--- src/rtl/pc_unit.sv ---
// pc_unit: program counter with next-PC selection, stall/exception redirect and a circular return-address stack
module pc_unit #(
  parameter int XLEN = 32,
  parameter logic [XLEN-1:0] RESET_VECTOR = 32'h0000_0000,
  parameter logic [XLEN-1:0] EXC_VECTOR = 32'h0000_0180,
  parameter int RAS_DEPTH = 4,
  parameter int CNT_W = 16
) (
  input  logic             clk,
  input  logic             rst,
  input  logic             stall,
  input  logic             exception,
  input  logic             branch_taken,
  input  logic [15:0]      imm,
  input  logic             jump,
  input  logic             jump_link,
  input  logic [25:0]      target,
  input  logic             jump_reg,
  input  logic [XLEN-1:0]  jr_target,
  input  logic             ret,
  output logic [XLEN-1:0]  pc,
  output logic [XLEN-1:0]  pc_plus4,
  output logic [XLEN-1:0]  ras_top,
  output logic             ras_empty,
  output logic             ras_full,
  output logic             mispredict,
  output logic [CNT_W-1:0] mispredict_count
);
  localparam int PW = $clog2(RAS_DEPTH);
  logic [XLEN-1:0] ras [RAS_DEPTH];
  logic [PW-1:0]   ptr, top_idx;
  logic [PW:0]     occ;
  logic [XLEN-1:0] br_addr, j_addr, next_pc;
  logic            advance, push, pop, miss;
  always_comb begin
    pc_plus4  = pc + XLEN'(4);
    br_addr   = pc_plus4 + {{(XLEN-18){imm[15]}}, imm, 2'b00};
    j_addr    = {pc_plus4[XLEN-1:28], target, 2'b00};
    next_pc   = exception ? EXC_VECTOR :
                stall ? pc :
                jump_reg ? jr_target :
                jump ? j_addr :
                branch_taken ? br_addr : pc_plus4;
    advance   = !exception && !stall;
    push      = advance && jump && jump_link && !jump_reg;
    pop       = advance && jump_reg && ret;
    ras_empty = occ == '0;
    ras_full  = occ == (PW+1)'(RAS_DEPTH);
    top_idx   = ptr - PW'(1);
    ras_top   = ras_empty ? '0 : ras[top_idx];
    miss      = pop && (ras_empty || ras_top != jr_target);
  end
  always_ff @(posedge clk or negedge rst)
    if (!rst) begin
      pc               <= RESET_VECTOR;
      ptr              <= '0;
      occ              <= '0;
      mispredict       <= 1'b0;
      mispredict_count <= '0;
    end else begin
      pc         <= next_pc;
      mispredict <= miss;
      if (miss && !(&mispredict_count)) mispredict_count <= mispredict_count + CNT_W'(1);
      if (push) begin
        ptr <= ptr + PW'(1);
        occ <= ras_full ? occ : occ + (PW+1)'(1);
      end else if (pop && !ras_empty) begin
        ptr <= top_idx;
        occ <= occ - (PW+1)'(1);
      end
    end
  // entries carry no reset; occupancy alone decides validity
  always_ff @(posedge clk)
    if (push) ras[ptr] <= pc_plus4;
endmodule
--- config.mk ---
export PLATFORM = sky130hd
export DESIGN_NAME = pc_unit
export DESIGN_NICKNAME = d
export VERILOG_FILES = /design/src/rtl/pc_unit.sv
export SDC_FILE = /design/constraint.sdc
export NUM_CORES = 1
export LEC_CHECK = 0
export BUFFER_PORTS_ARGS = -buffer_cell sky130_fd_sc_hd__buf_2
export CAP_MARGIN = 0
export CORE_MARGIN = 3
export CORE_UTILIZATION = 45
export DETAILED_ROUTE_END_ITERATION = 6
export PLACE_DENSITY = 0.77
export SYNTH_ARGS = -nofsm -noshare
export SYNTH_HDL_FRONTEND = slang
export SYNTH_SLANG_ARGS = --single-unit
--- constraint.sdc ---
create_clock -name clk -period 4.5 [get_ports clk]
set_input_delay 0.9 -clock clk [delete_from_list [all_inputs] [get_ports clk]]
set_output_delay 0.9 -clock clk [all_outputs]
set_load 0.02 [all_outputs]
# Word-level counts from Yosys, hierarchy flattened

Memories as Yosys holds them, arrays and structs flattened.
Cells that the tools add are included.

Equal/unequal tests: 4
Muxes and demuxes: 13
Add/subtract/negate cells: 7
Reductions and logical operators: 19

Operator list:

| operator                                                            | number |
|---|---|
| 32-bit 2-to-1 mux                                                   | 6 |
| 32-bit by 3-bit adder with 32-bit output (second input constant)    | 1 |
| 32-bit adder                                                        | 1 |
| 32-bit != test                                                      | 1 |
| 16-bit by 1-bit adder with 16-bit output (second input constant)    | 1 |
| 16-bit AND reduction                                                | 1 |
| 1-bit logical AND                                                   | 9 |
| 3-bit 2-to-1 mux                                                    | 3 |
| 1-bit zero test                                                     | 5 |
| 2-bit 2-to-1 mux                                                    | 2 |
| 3-bit by 1-bit adder with 3-bit output (second input constant)      | 1 |
| 3-bit equality test (second input constant)                         | 1 |
| 3-bit zero test                                                     | 1 |
| 3-bit by 1-bit subtractor with 3-bit output (second input constant) | 1 |
| 2-bit by 1-bit adder with 2-bit output (second input constant)      | 1 |
| 1-bit 2-to-1 mux                                                    | 2 |
| 2-bit by 1-bit != test with 1-bit output (second input constant)    | 1 |
| 2-bit != test (second input constant)                               | 1 |
| 2-bit AND reduction                                                 | 1 |
| 2-bit nonzero test                                                  | 1 |
| 2-bit by 1-bit subtractor with 2-bit output (second input constant) | 1 |
| 1-bit logical OR                                                    | 1 |

Register bits after elaboration: 54
RAM bits: 128
Output and inout port bits: 115
Memories: 1

Memory list:

| name | depth | bits a word | rd ports | clocked after Yosys merged registers in | write ports | line | text |
|---|---|---|---|---|---|---|---|
| ras  | 4     | 32          | 1        | 0                                       | 1           | 30   | `logic [XLEN-1:0] ras [RAS_DEPTH];` |

# Longest topological paths before layout

Gate-level depths: netlist (run 1).

Word-level depth: 7
Mapped depth: 17
Gate-level depth less buffers: 15

# Worst setup path before layout (run 1)

OpenSTA, ideal clock, no wires.

Kind: flip-flop to flip-flop
Start: reg pc[10]
End: reg pc[30]
Data required time: 4.399 ns
Path slack: 0.478 ns
Buffers on the path: 2
Arrival: 3.921 ns
Cell stages (with the launch flop): 16
Period minus slack after synthesis: 4.022 ns
Cell sequence: dfrtp_1 > clkbuf_1 > nand4_1 > nor4_1 > and2_1 > clkbuf_1 > and3_1 > xor2_1 > ha_1 > a21o_1 > a21o_1 > a221o_1 > a31oi_1 > nor2_1 > mux2i_1 > nor4_1

Cells in the longest elaborated chain, start to end: 7

Ends and longest elaborated chain:

| what                                     | line | text |
|---|---|---|
| from (decl)                              | 21   | `output logic [XLEN-1:0] pc,` |
| from (signal assigned)                   | 61   | `pc <= next_pc;` |
| 32-bit by 3-bit adder with 32-bit output | 36   | `pc_plus4 = pc + XLEN'(4);` |
| named net pc_plus4[23]                   | 22   | `output logic [XLEN-1:0] pc_plus4,` |
| 32-bit adder                             | 37   | `br_addr = pc_plus4 + {{(XLEN-18){imm[15]}}, imm, 2'b00};` |
| 32-bit 2-to-1 mux                        | 43   | `branch_taken ? br_addr : pc_plus4;` |
| 32-bit 2-to-1 mux                        | 42   | `jump ? j_addr :` |
| 32-bit 2-to-1 mux                        | 41   | `jump_reg ? jr_target :` |
| 32-bit 2-to-1 mux                        | 40   | `stall ? pc :` |
| 32-bit 2-to-1 mux                        | 39   | `next_pc = exception ? EXC_VECTOR :` |

The timed path passes the listed nets, and every way through them passes these cells. The select of a mux whose other input is x is not followed.
A chain may end at the register's enable or synchronous reset.

# Final worst setup path (run 1)

Start: reg pc[4]
End: reg pc[31]

Cells in the longest elaborated chain, start to end: 7

Ends and longest elaborated chain:

| what                                         | line |
|---|---|
| 32-bit by 3-bit adder with 32-bit output (*) | 36 |
| 32-bit adder                                 | 37 |
| 32-bit 2-to-1 mux                            | 43 |
| 32-bit 2-to-1 mux (*)                        | 42 |
| 32-bit 2-to-1 mux (*)                        | 41 |
| 32-bit 2-to-1 mux (*)                        | 40 |
| 32-bit 2-to-1 mux (*)                        | 39 |

Every way passes the cells marked *; elsewhere a longest branch is shown, timed or not. The select of a mux whose other input is x is not followed.

==> out/metrics.csv, run 1 <==
metric,value,unit
PnR worst setup slack,0.452,ns
total number of clock tree sinks,182,
Die Height,162,um
1st-iter DRT viols,1052,
CTS tree,built,
total gr overflow,0,
final hold vios,0,
post-route clock period utilization,89.9,%
Synth top cells by count,"128 x edfxtp_1, 69 x nor2_1, 67 x nand2_1",
Final ANT Viol Nets,0,
Setup CP Type,register to register,
synth unique cells,78,
Pre-antenna DRT Iters,5,
first-pass GRT wire length,52800,um
total vias in the final route,9477,
gr usage total,26.7,%
Nets,1336,
Setup TNS Final,0,ns
top-level I/O count,198,
Main synth FF type,edfxtp_1,
fin util,55.0,%
crit-path max FO,8,
vias per cell,6.14,
"Clk Latency, worst-skew pair",0.43,ns
R2R Setup Slk,0.45,ns
final non-filler cell total,1543,
Worst EP arrival,4.37,ns
Syn Nets,1121,
die area,26300,um^2
Synth Warn #,0,
total core area,23800,um^2
sequential-to-total area share from yosys stat,47.3,%
number of global-route vias before repair,8696,
share of the synthesized area in the top cell type,35.0,%
Post-synth EDFFs,128,
Fmax achieved,247,MHz
clk_skew,0.00801,ns
Worst IR Drop VDD,0.000343,V
dpl cells,1510,
# rows,56,
TritonCTS Buffers,17,
CTS root buf,clkbuf_16,
wire per inst,22.9,um
CP required,4.82,ns
capturing point of the worst reg2reg path,pc[31],
antenna violations before repair,1,
outcome,completed,
pre-CTS WS,0.268,ns
Pleak,5.62,nW
Longest Clk Path Bufs,2,
Chip Width,162,um
WP buf/inv,0,
Crit path max-delay family,compound AO/OA/AOI/OAI gates,
CP max stage cell,dfrtp_1,
number of synthesized register bits,182,
ranking of synthesized cells by area,"edfxtp_1 35%, dfrtp_1 12%, mux4_2 4.7%",
Hold Worst Slack,0.445,ns
Final setup viols,0,
fraction of layout cells with a size suffix above 1,25.6,%
worst relative slew slack,53.2,%
# port buffers,197,
synthesis-to-layout area growth,19.0,%
Post-Syn Area,11000,um^2
largest net degree at the start of global routing,48,
reg-to-reg startpoint,pc[4],
Worst Tran Pin Value,0.702,ns
cell with the most instances after synthesis,edfxtp_1,
hold buffer count at CTS,0,
DP HPWL,26900,um
MaxCap Viol Count,0,
Detailed Route WL,35300,um
"Min Clock Period, post-route",4.05,ns
H-tree depth,4,
Residual DRC,0,
Mapped Cells,995,
"area leader, netlist",edfxtp_1,
RSZ-0062 raised after global routing,false,
Reg2Reg Depth,14,
Critical Path Max Stage Delay,0.48,ns
CP cell instances,"and4_1, and3_1, nand2_1, xnor2_1, ha_1, a21oi_1, o21ai_0, a221oi_1, a21bo_2, o31a_1, a21o_1, nor4_1, a41oi_1, a32o_1",
Crit. End Element,register,
Hold Crit Class,input port to asynchronous set/reset pin,
max-slew violations,0,
Startpoint Class,register,
Worst-path clk slew,0.07,ns
syn avg cell area,11.0,um^2
Initial Util,46.2,%
"FFs w/ async S/R, synth",29.7,%
PD cells,492,nW/um^2
Final GP Congestion,0.959,
-- layout make-up --
| type | count | area (um^2) |
|---|---|---|
| Antenna cell | 1 | 2.50 |
| Clock buffer | 20 | 437 |
| Clock inverter | 12 | 80.1 |
| Fill cell | 2053 | 10700 |
| Inverter | 42 | 158 |
| Multi-Input combinational cell | 725 | 5410 |
| Sequential cell | 182 | 5200 |
| Tap cell | 319 | 399 |
| Timing Repair Buffer | 242 | 1390 |
-- worst max-delay path by stage --
stage	from	end	slack, ns	cells after the start
2_1_floorplan	pc[10]	pc[30]	0.48	15
3_3_place_gp	pc[4]	pc[25]	0.39	13
3_5_place_dp	imm[0]	pc[28]	0.27	14
4_1_cts	pc[4]	pc[25]	0.34	13
5_1_grt	pc[4]	pc[25]	0.11	13
6_report	pc[4]	pc[31]	0.45	14
-- state kept, by name (all words and copies together) (netlist names) --
name,count
ras,128
mispredict,1
occ,3
pc,32
mispredict_count,16
ptr,2
-- cells by family after synthesis --
kind of cell,after synthesis,share of synthesized area [%]
flip-flops,182,47.3
adder cells (fa/ha/maj),43,5.04
AO/OA/AOI/OAI,242,14.5
buffers and inverters,88,3.66
XOR/XNOR,80,6.38
AND/OR/NAND/NOR,305,14.5
multiplexers,55,8.57
-- cells in the final DEF, fill, tap and decap left out, types with 5 or more instances in the layout --
cell | Yosys | final
a211oi_1 | 12 | 12
a21o_1 | 16 | 16
a21oi_1 | 57 | 57
a221o_1 | 6 | 6
a22oi_1 | 12 | 12
a31oi_1 | 9 | 9
and2_1 | 34 | 34
and3_1 | 23 | 23
and4_1 | 8 | 8
buf_12 | 1 | 5
buf_2 | 5 | 197
buf_4 | 2 | 40
clkbuf_16 | 0 | 17
clkinv_1 | 2 | 5
clkinvlp_4 | 0 | 5
dfrtp_1 | 54 | 53
edfxtp_1 | 128 | 128
ha_1 | 41 | 40
inv_1 | 40 | 40
mux2i_1 | 22 | 22
mux4_1 | 6 | 6
mux4_2 | 23 | 23
nand2_1 | 67 | 67
nand2b_1 | 6 | 6
nand3_1 | 36 | 36
nand4_1 | 12 | 12
nor2_1 | 69 | 69
nor2b_1 | 5 | 5
nor3_1 | 15 | 15
o211ai_1 | 9 | 9
o21a_1 | 5 | 5
o21ai_0 | 50 | 50
o22ai_1 | 16 | 16
xnor2_1 | 47 | 47
xor2_1 | 33 | 32
-- report_power, final --
group	internal (mW)	switching [mW]
combinational	1.25	1.87
sequential	1.89	0.0930
clock	0.702	0.626
total	3.84	2.59
-- stage by stage --
stage          power (mW)  cell area (um^2)
6_report             6.43             13100
5_1_grt              6.73             13100
4_1_cts              6.43             13000
3_5_place_dp         5.10             12500
3_3_place_gp         5.04             12500
2_1_floorplan        4.15             11000
-- per-layer routing --
metal  share of wire (%)  wire length [um]  up-vias  global-route usage, %
met2                  45             15700      599                   40.5
met3                  11              3890       60                   5.41
met5                   0                 0        -                      0
met1                  42             14900     4617                   39.3
li1                    -                 -     4201                      -
met4                 2.3               797        0                   7.13
-- repair_timing --
action | 4_1_cts | 5_1_grt
resized for setup | 0 | 4
endpoints found under the setup margin | 0 | 6
setup buffers | 0 | 0
(Power assumes the default switching activity.)
==> inputs of run 2 (changes only) <==
--- a/config.mk
+++ b/config.mk
@@ -10,7 +10,7 @@
 export CORE_MARGIN = 3
 export CORE_UTILIZATION = 45
 export DETAILED_ROUTE_END_ITERATION = 6
-export PLACE_DENSITY = 0.77
+export PLACE_DENSITY = 0.67
 export SYNTH_ARGS = -nofsm -noshare
 export SYNTH_HDL_FRONTEND = slang
 export SYNTH_SLANG_ARGS = --single-unit
==> out/metrics.csv, run 2 (synthesis gave the netlist of run 1 again) <==
metric,value,unit,change
Longest Clk Path Bufs,2,,unchanged
Pleak,5.65,nW,was 5.62 nW
most frequent cells in the layout,"197 x buf_2, 128 x edfxtp_1, 69 x nor2_1",,unchanged
Worst Tran Pin Value,0.721,ns,was 0.702 ns
TritonCTS Buffers,17,,unchanged
Detailed Route WL,35400,um,was 35300 um
total vias in the final route,9380,,was 9477
Chip Width,162,um,unchanged
"most common cell after layout, fill and taps aside",buf_2,,unchanged
dpl cells,1511,,was 1510
Pre-antenna DRT Iters,6,,was 5
Final setup viols,0,,unchanged
"Clk Latency, worst-skew pair",0.43,ns,about the same
Hold Crit Class,input port to asynchronous set/reset pin,,unchanged
final non-filler cell total,1543,,unchanged
vias per cell,6.08,,was 6.14
PD cells,499,nW/um^2,was 492 nW/um^2
DP HPWL,26800,um,was 26900 um
wire per inst,23.0,um,was 22.9 um
die area,26300,um^2,unchanged
post-route clock period utilization,92.5,%,was 89.9%
Ant. Diodes,0,,was 1
CTS root buf,clkbuf_16,,unchanged
max-slew violations,0,,unchanged
CP cell instances,"and4_1, and3_1, nand2_1, xnor2_1, ha_1, a21oi_1, o21ai_0, o41ai_1, o21ai_0, a2111oi_1, o31a_1, xnor2_1, a41o_1",,"was and4_1, and3_1, nand2_1, xnor2_1, ha_1, a21oi_1, o21ai_0, a221oi_1, a21bo_2, o31a_1, a21o_1, nor4_1, a41oi_1, a32o_1"
hold buffer count at CTS,0,,unchanged
Nets,1337,,was 1336
crit-path max FO,8,,unchanged
CP max stage cell,a2111oi_1,,was dfrtp_1
final hold vios,0,,unchanged
# port buffers,197,,unchanged
# rows,56,,unchanged
Worst EP arrival,4.49,ns,was 4.37 ns
Crit. End Element,register,,unchanged
largest net degree at the start of global routing,40,,was 48
Final ANT Viol Nets,0,,unchanged
total number of clock tree sinks,182,,unchanged
outcome,completed,,unchanged
Worst-path clk slew,0.08,ns,was 0.07 ns
Biggest register,ras,,unchanged
Post-CTS Setup Inserts,0,,unchanged
top-level I/O count,198,,unchanged
Worst IR Drop VDD,0.000385,V,was 0.000343 V
FF/Latch Area,5200,um^2,unchanged
RSZ-0062 raised after global routing,false,,unchanged
fillers,2045,,was 2053
Final GP Congestion,0.920,,was 0.959
Initial Util,46.2,%,unchanged
Reg2Reg Depth,13,,was 14
"Min Clock Period, post-route",4.16,ns,was 4.05 ns
total gr overflow,0,,unchanged
fraction of layout cells with a size suffix above 1,25.9,%,was 25.6%
worst relative slew slack,51.3,%,was 53.2%
max reg flops,128,,unchanged
total core area,23800,um^2,unchanged
MaxCap Viol Count,0,,unchanged
Critical Path Max Stage Delay,0.67,ns,was 0.48 ns
Startpoint Class,register,,unchanged
biggest registers after layout,"ras: 128 flops, pc: 32 flops, mispredict_count: 16 flops",,unchanged
Setup CP Type,register to register,,unchanged
Die Height,162,um,unchanged
synthesis-to-layout area growth,19.0,%,about the same
first-pass GRT wire length,52500,um,was 52800 um
Fmax achieved,240,MHz,was 247 MHz
number of global-route vias before repair,8746,,was 8696
Setup TNS Final,0,ns,unchanged
CP required,4.83,ns,was 4.82 ns
gr usage total,26.6,%,was 26.7%
antenna violations before repair,0,,was 1
clk_skew,0.0154,ns,was 0.00801 ns
Residual DRC,0,,unchanged
CTS tree,built,,unchanged
H-tree depth,4,,unchanged
Post-CTS Resized,0,,unchanged
footprint of the multi-input gates,5390,um^2,was 5410 um^2
1st-iter DRT viols,1131,,was 1052
run 2: changes by cell type in the layout (fill, tap and decap cells not counted), sizes merged:
cell,change
inv,+10
clkinv,-4
buf,+1
diode,-1
clkinvlp,-3
clkbuf,-3
run 2: worst max-delay path, delay by kind of cell, from the launching register on:
family	cells	cell delay (ns)
xor gates and xnor gates	2	0.35
and+or+nand+nor	3	0.67
adders and majority gates	1	0.36
AOI/OAI and AO/OA	7	2.19
DFF	1	0.49
run 2: stage by stage:
stage          worst slack, ns  hold WS (ns)  power (mW)  utilization [%]  instance area [um^2]
5_1_grt                 0.0375         0.516        6.82             55.0                 13100
3_3_place_gp             0.371         0.465        5.05             52.6                 12500
3_5_place_dp             0.299         0.476        5.09             52.6                 12500
6_report                 0.336         0.483        6.52             55.0                 13100
2_1_floorplan            0.478         0.449        4.15                -                 11000
4_1_cts                  0.262         0.489        6.52             55.0                 13100
run 2: metal layers:
layer  vias to the layer above  GRT usage (%)  wire length (um)
met4                         0           8.03               815
met3                        70           6.20              3740
li1                       4197              -                 -
met5                         -              0                 0
met1                      4582           38.0             14800
met2                       531           40.5             16100
run 2: cell type report:
| class | instances | share of cell area, % |
|---|---|---|
| sequential | 182 | 39.8 |
| multi-input combinational | 725 | 41.2 |
| clock buffer | 17 | 3.26 |
| inverter | 42 | 1.21 |
| tap | 319 | 3.06 |
| clock inverter | 15 | 1.09 |
| timing repair buffer | 243 | 10.4 |
run 2: power breakdown:
| part | internal (mW) | switching [mW] |
|---|---|---|
| logic | 1.24 | 1.85 |
| registers | 1.89 | 0.0967 |
| clock network | 0.741 | 0.703 |
| total | 3.87 | 2.65 |
run 2: worst paths after layout:
| path | from | end | slack [ns] |
|---|---|---|---|
| setup reg to reg | pc[4] | pc[25] | 0.34 |
| min in group clk | occ[2] | occ[2] | 0.49 |
| hold reg to reg | occ[2] | occ[2] | 0.49 |
| hold / removal | rst | mispredict_count[6] | 0.48 |
| max in group asynchronous | rst | pc[14] | 3.12 |
| setup / recovery | pc[4] | pc[25] | 0.34 |
==> inputs of run 3 (changes only) <==
--- a/config.mk
+++ b/config.mk
@@ -5,12 +5,13 @@
 export SDC_FILE = /design/constraint.sdc
 export NUM_CORES = 1
 export LEC_CHECK = 0
+export ABC_AREA = 1
 export BUFFER_PORTS_ARGS = -buffer_cell sky130_fd_sc_hd__buf_2
 export CAP_MARGIN = 0
 export CORE_MARGIN = 3
 export CORE_UTILIZATION = 45
 export DETAILED_ROUTE_END_ITERATION = 6
-export PLACE_DENSITY = 0.67
+export PLACE_DENSITY = 0.66
 export SYNTH_ARGS = -nofsm -noshare
 export SYNTH_HDL_FRONTEND = slang
 export SYNTH_SLANG_ARGS = --single-unit
==> out/metrics.csv, run 3 <==
metric,value,unit,change
CP required,4.84,ns,was 4.83 ns
Die Height,170,um,was 162 um
antenna violations before repair,3,,was 0
max-slew violations,0,,unchanged
die area,28700,um^2,was 26300 um^2
Net Sw Power,3.48,mW,was 2.65 mW
number of global-route vias before repair,11080,,was 8746
biggest registers after layout,"ras: 128 flops, pc: 32 flops, mispredict_count: 16 flops",,unchanged
Int Pwr,3.65,mW,was 3.87 mW
# port buffers,197,,unchanged
final hold vios,0,,unchanged
Post-synth EDFFs,128,,unchanged
Startpoint Class,register,,unchanged
# rows,59,,was 56
Mapped Cells,1643,,was 995
sequential power share,27.4,%,was 30.4%
"area leader, netlist",edfxtp_1,,unchanged
outcome,completed,,unchanged
fraction of layout cells with a size suffix above 1,15.0,%,was 25.9%
total number of clock tree sinks,182,,unchanged
Hold Crit Class,register to register,,was input port to asynchronous set/reset pin
share of the synthesized area in the top cell type,31.9,%,was 35.0%
Reg2Reg Depth,18,,was 13
Detailed Route WL,44300,um,was 35400 um
DP HPWL,33600,um,was 26800 um
largest family of logic cells by synthesized area,simple AND/OR/NAND/NOR gates,,was compound AO/OA/AOI/OAI gates
Synth Area in XOR/XNOR,3.49,%,was 6.38%
H-tree depth,4,,unchanged
Pleak,7.12,nW,was 5.65 nW
Pwr Total,7.13,mW,was 6.52 mW
Syn Nets,1769,,was 1121
Main synth FF type,edfxtp_1,,unchanged
PD cells,509,nW/um^2,was 499 nW/um^2
first-pass GRT wire length,65900,um,was 52500 um
mux contribution to synthesized area,0,%,was 8.57%
Final setup viols,0,,unchanged
"Clk Latency, worst-skew pair",0.43,ns,about the same
gr usage total,30.5,%,was 26.6%
synth unique cells,47,,was 78
CTS tree,built,,unchanged
max reg flops,128,,unchanged
Post-Syn Area,12000,um^2,was 11000 um^2
capturing point of the worst reg2reg path,pc[30],,was pc[25]
Critical Path End,pc[30],,was pc[25]
worst relative slew slack,39.0,%,was 51.3%
number of synthesized register bits,182,,unchanged
Crit. End Element,register,,unchanged
CTS root buf,clkbuf_16,,unchanged
most frequent cells in the layout,"573 x nand2_1, 222 x inv_1, 197 x buf_2",,"was 197 x buf_2, 128 x edfxtp_1, 69 x nor2_1"
Setup crit start,pc[4],,unchanged
post-synthesis adder-cell area fraction,4.59,%,was 5.04%
Pre-antenna DRT Iters,6,,unchanged
Post-CTS Setup Inserts,0,,unchanged
"FFs w/ async S/R, synth",29.7,%,unchanged
TritonCTS Buffers,17,,unchanged
Synth top cells by count,"573 x nand2_1, 222 x inv_1, 137 x nor2_1",,"was 128 x edfxtp_1, 69 x nor2_1, 67 x nand2_1"
Post-CTS Resized,0,,unchanged
reg-to-reg startpoint,pc[4],,unchanged
Comb power frac,51.1,%,was 47.4%
Nets,1955,,was 1337
largest net degree at the start of global routing,70,,was 40
Worst IR Drop VDD,0.000505,V,was 0.000385 V
vias per cell,5.47,,was 6.08
Residual DRC,0,,unchanged
sequential-to-total area share from yosys stat,43.2,%,was 47.3%
cell with the most instances after synthesis,nand2_1,,was edfxtp_1
Fmax achieved,247,MHz,was 240 MHz
crit-path max FO,7,,was 8
Longest Clk Path Bufs,2,,unchanged
synthesis-to-layout area growth,16.3,%,was 19.0%
switching part of the total power,48.7,%,was 40.7%
wire per inst,20.3,um,was 23.0 um
"most common cell after layout, fill and taps aside",nand2_1,,was buf_2
Worst-path clk slew,0.08,ns,about the same
Final GP Congestion,0.961,,was 0.920
hold buffer count at CTS,0,,unchanged
Biggest register,ras,,unchanged
Initial Util,45.9,%,was 46.2%
compound-cell area share of the yosys netlist,8.36,%,was 14.5%
total core area,26200,um^2,was 23800 um^2
MaxCap Viol Count,0,,unchanged
R2R Setup Slk,0.45,ns,was 0.34 ns
Synth Warn #,0,,unchanged
Chip Width,170,um,was 162 um
Clock Power Share,21.4,%,was 22.1%
Final ANT Viol Nets,0,,unchanged
"Cell Area, Placed",13400,um^2,was 12500 um^2
syn avg cell area,7.33,um^2,was 11.0 um^2
"Design Area, Final",14000,um^2,was 13100 um^2
total vias in the final route,11920,,was 9380
clk_skew,0.0157,ns,was 0.0154 ns
"Min Clock Period, post-route",4.05,ns,was 4.16 ns
top-level I/O count,198,,unchanged
ranking of synthesized cells by area,"edfxtp_1 32%, nand2_1 18%, dfrtp_1 11%",,"was edfxtp_1 35%, dfrtp_1 12%, mux4_2 4.7%"
Setup TNS Final,0,ns,unchanged
Worst EP arrival,4.39,ns,was 4.49 ns
Post-Synth Simple-Gate Area,30.8,%,was 14.5%
1st-iter DRT viols,1179,,was 1131
post-route clock period utilization,90.0,%,was 92.5%
Setup CP Type,register to register,,unchanged
RSZ-0062 raised after global routing,false,,unchanged
total gr overflow,0,,unchanged
Worst Tran Pin Value,0.915,ns,was 0.721 ns
==> run 3: cell types whose count changed in the layout (fill, tap and decap cells not counted), moves of 22 or more <==
cell     delta
nand3_1    +72
nand4_1    +22
nand2_1   +506
nor2_1     +64
xnor2_1    -32
a21oi_1    +24
and2_1     -34
mux4_2     -23
mux2i_1    -22
and3_1     -22
inv_1     +182
==> run 3: cells by family (layout without fill, tap and decap cells) <==
logic type | count (synthesis) | in the layout
AOI/OAI and AO/OA | 188 | 188
xor gates and xnor gates | 48 | 48
adders and majority gates | 43 | 43
other | 0 | 2
DFF | 182 | 182
and+or+nand+nor | 896 | 896
buffers and inverters | 286 | 485
==> run 3: layout make-up <==
| type | count | area (um^2) |
|---|---|---|
| fill | 2511 | 12200 |
| multi-input combinational | 1175 | 5720 |
| sequential | 182 | 5200 |
| timing repair buffer | 225 | 1200 |
| inverter | 228 | 858 |
| clock buffer | 17 | 425 |
| tap | 335 | 419 |
| clock inverter | 15 | 175 |
| antenna | 2 | 5.00 |
==> run 3: worst max-delay path: stages, from the launching register on <==
cell     delay (ns)
dfrtp_1        0.44
nand3_1        0.13
nor2_1         0.18
nand2_1        0.16
nor2_2         0.24
nand2_1        0.16
nor2_1         0.14
xor2_1         0.39
inv_1          0.28
ha_1           0.40
a21oi_1        0.28
o21ai_0        0.22
a21oi_1        0.26
nor2_1         0.07
nor2_1         0.14
a21oi_1        0.09
nor2_1         0.16
nor2_1         0.06
o21ai_0        0.15
==> run 3: worst min-delay path by stage <==
stage,depth (start not counted),startpoint,end,slack (ns)
6_report,2,mispredict_count[4],mispredict_count[4],0.54
5_1_grt,2,pc[21],pc[21],0.57
4_1_cts,2,mispredict_count[7],mispredict_count[7],0.53
3_5_place_dp,2,mispredict_count[7],mispredict_count[7],0.51
3_3_place_gp,2,mispredict_count[11],mispredict_count[11],0.51
2_1_floorplan,1,occ[0],occ[0],0.52
==> run 3: power by group through the flow <==
stage / logic (mW) / registers, mW / clock network [mW]
floorplan: 2.42 / 2.01 / 0
global placement: 3.58 / 1.99 / 0
detailed placement: 3.62 / 1.99 / 0
CTS: 3.63 / 1.95 / 1.54
global route: 4.00 / 1.97 / 1.61
finish: 3.65 / 1.96 / 1.53
==> run 3: stage by stage <==
stage	hold slack, ns	util (%)	cells	setup slack (ns)
3_3_place_gp	0.505	51.1	2145	0.571
3_5_place_dp	0.514	51.1	2145	0.641
6_report	0.539	53.4	2179	0.451
4_1_cts	0.533	53.4	2177	0.561
5_1_grt	0.570	53.4	2178	0.117
2_1_floorplan	0.517	-	1643	1.15
==> run 3: layer usage <==
| layer | GRT usage [%] | vias up | wire [um] |
|---|---|---|---|
| met3 | 4.91 | 74 | 4640 |
| met2 | 48.1 | 645 | 19600 |
| met5 | 0 | - | 0 |
| met4 | 10.3 | 0 | 1510 |
| met1 | 43.1 | 5545 | 18500 |
| li1 | - | 5656 | - |
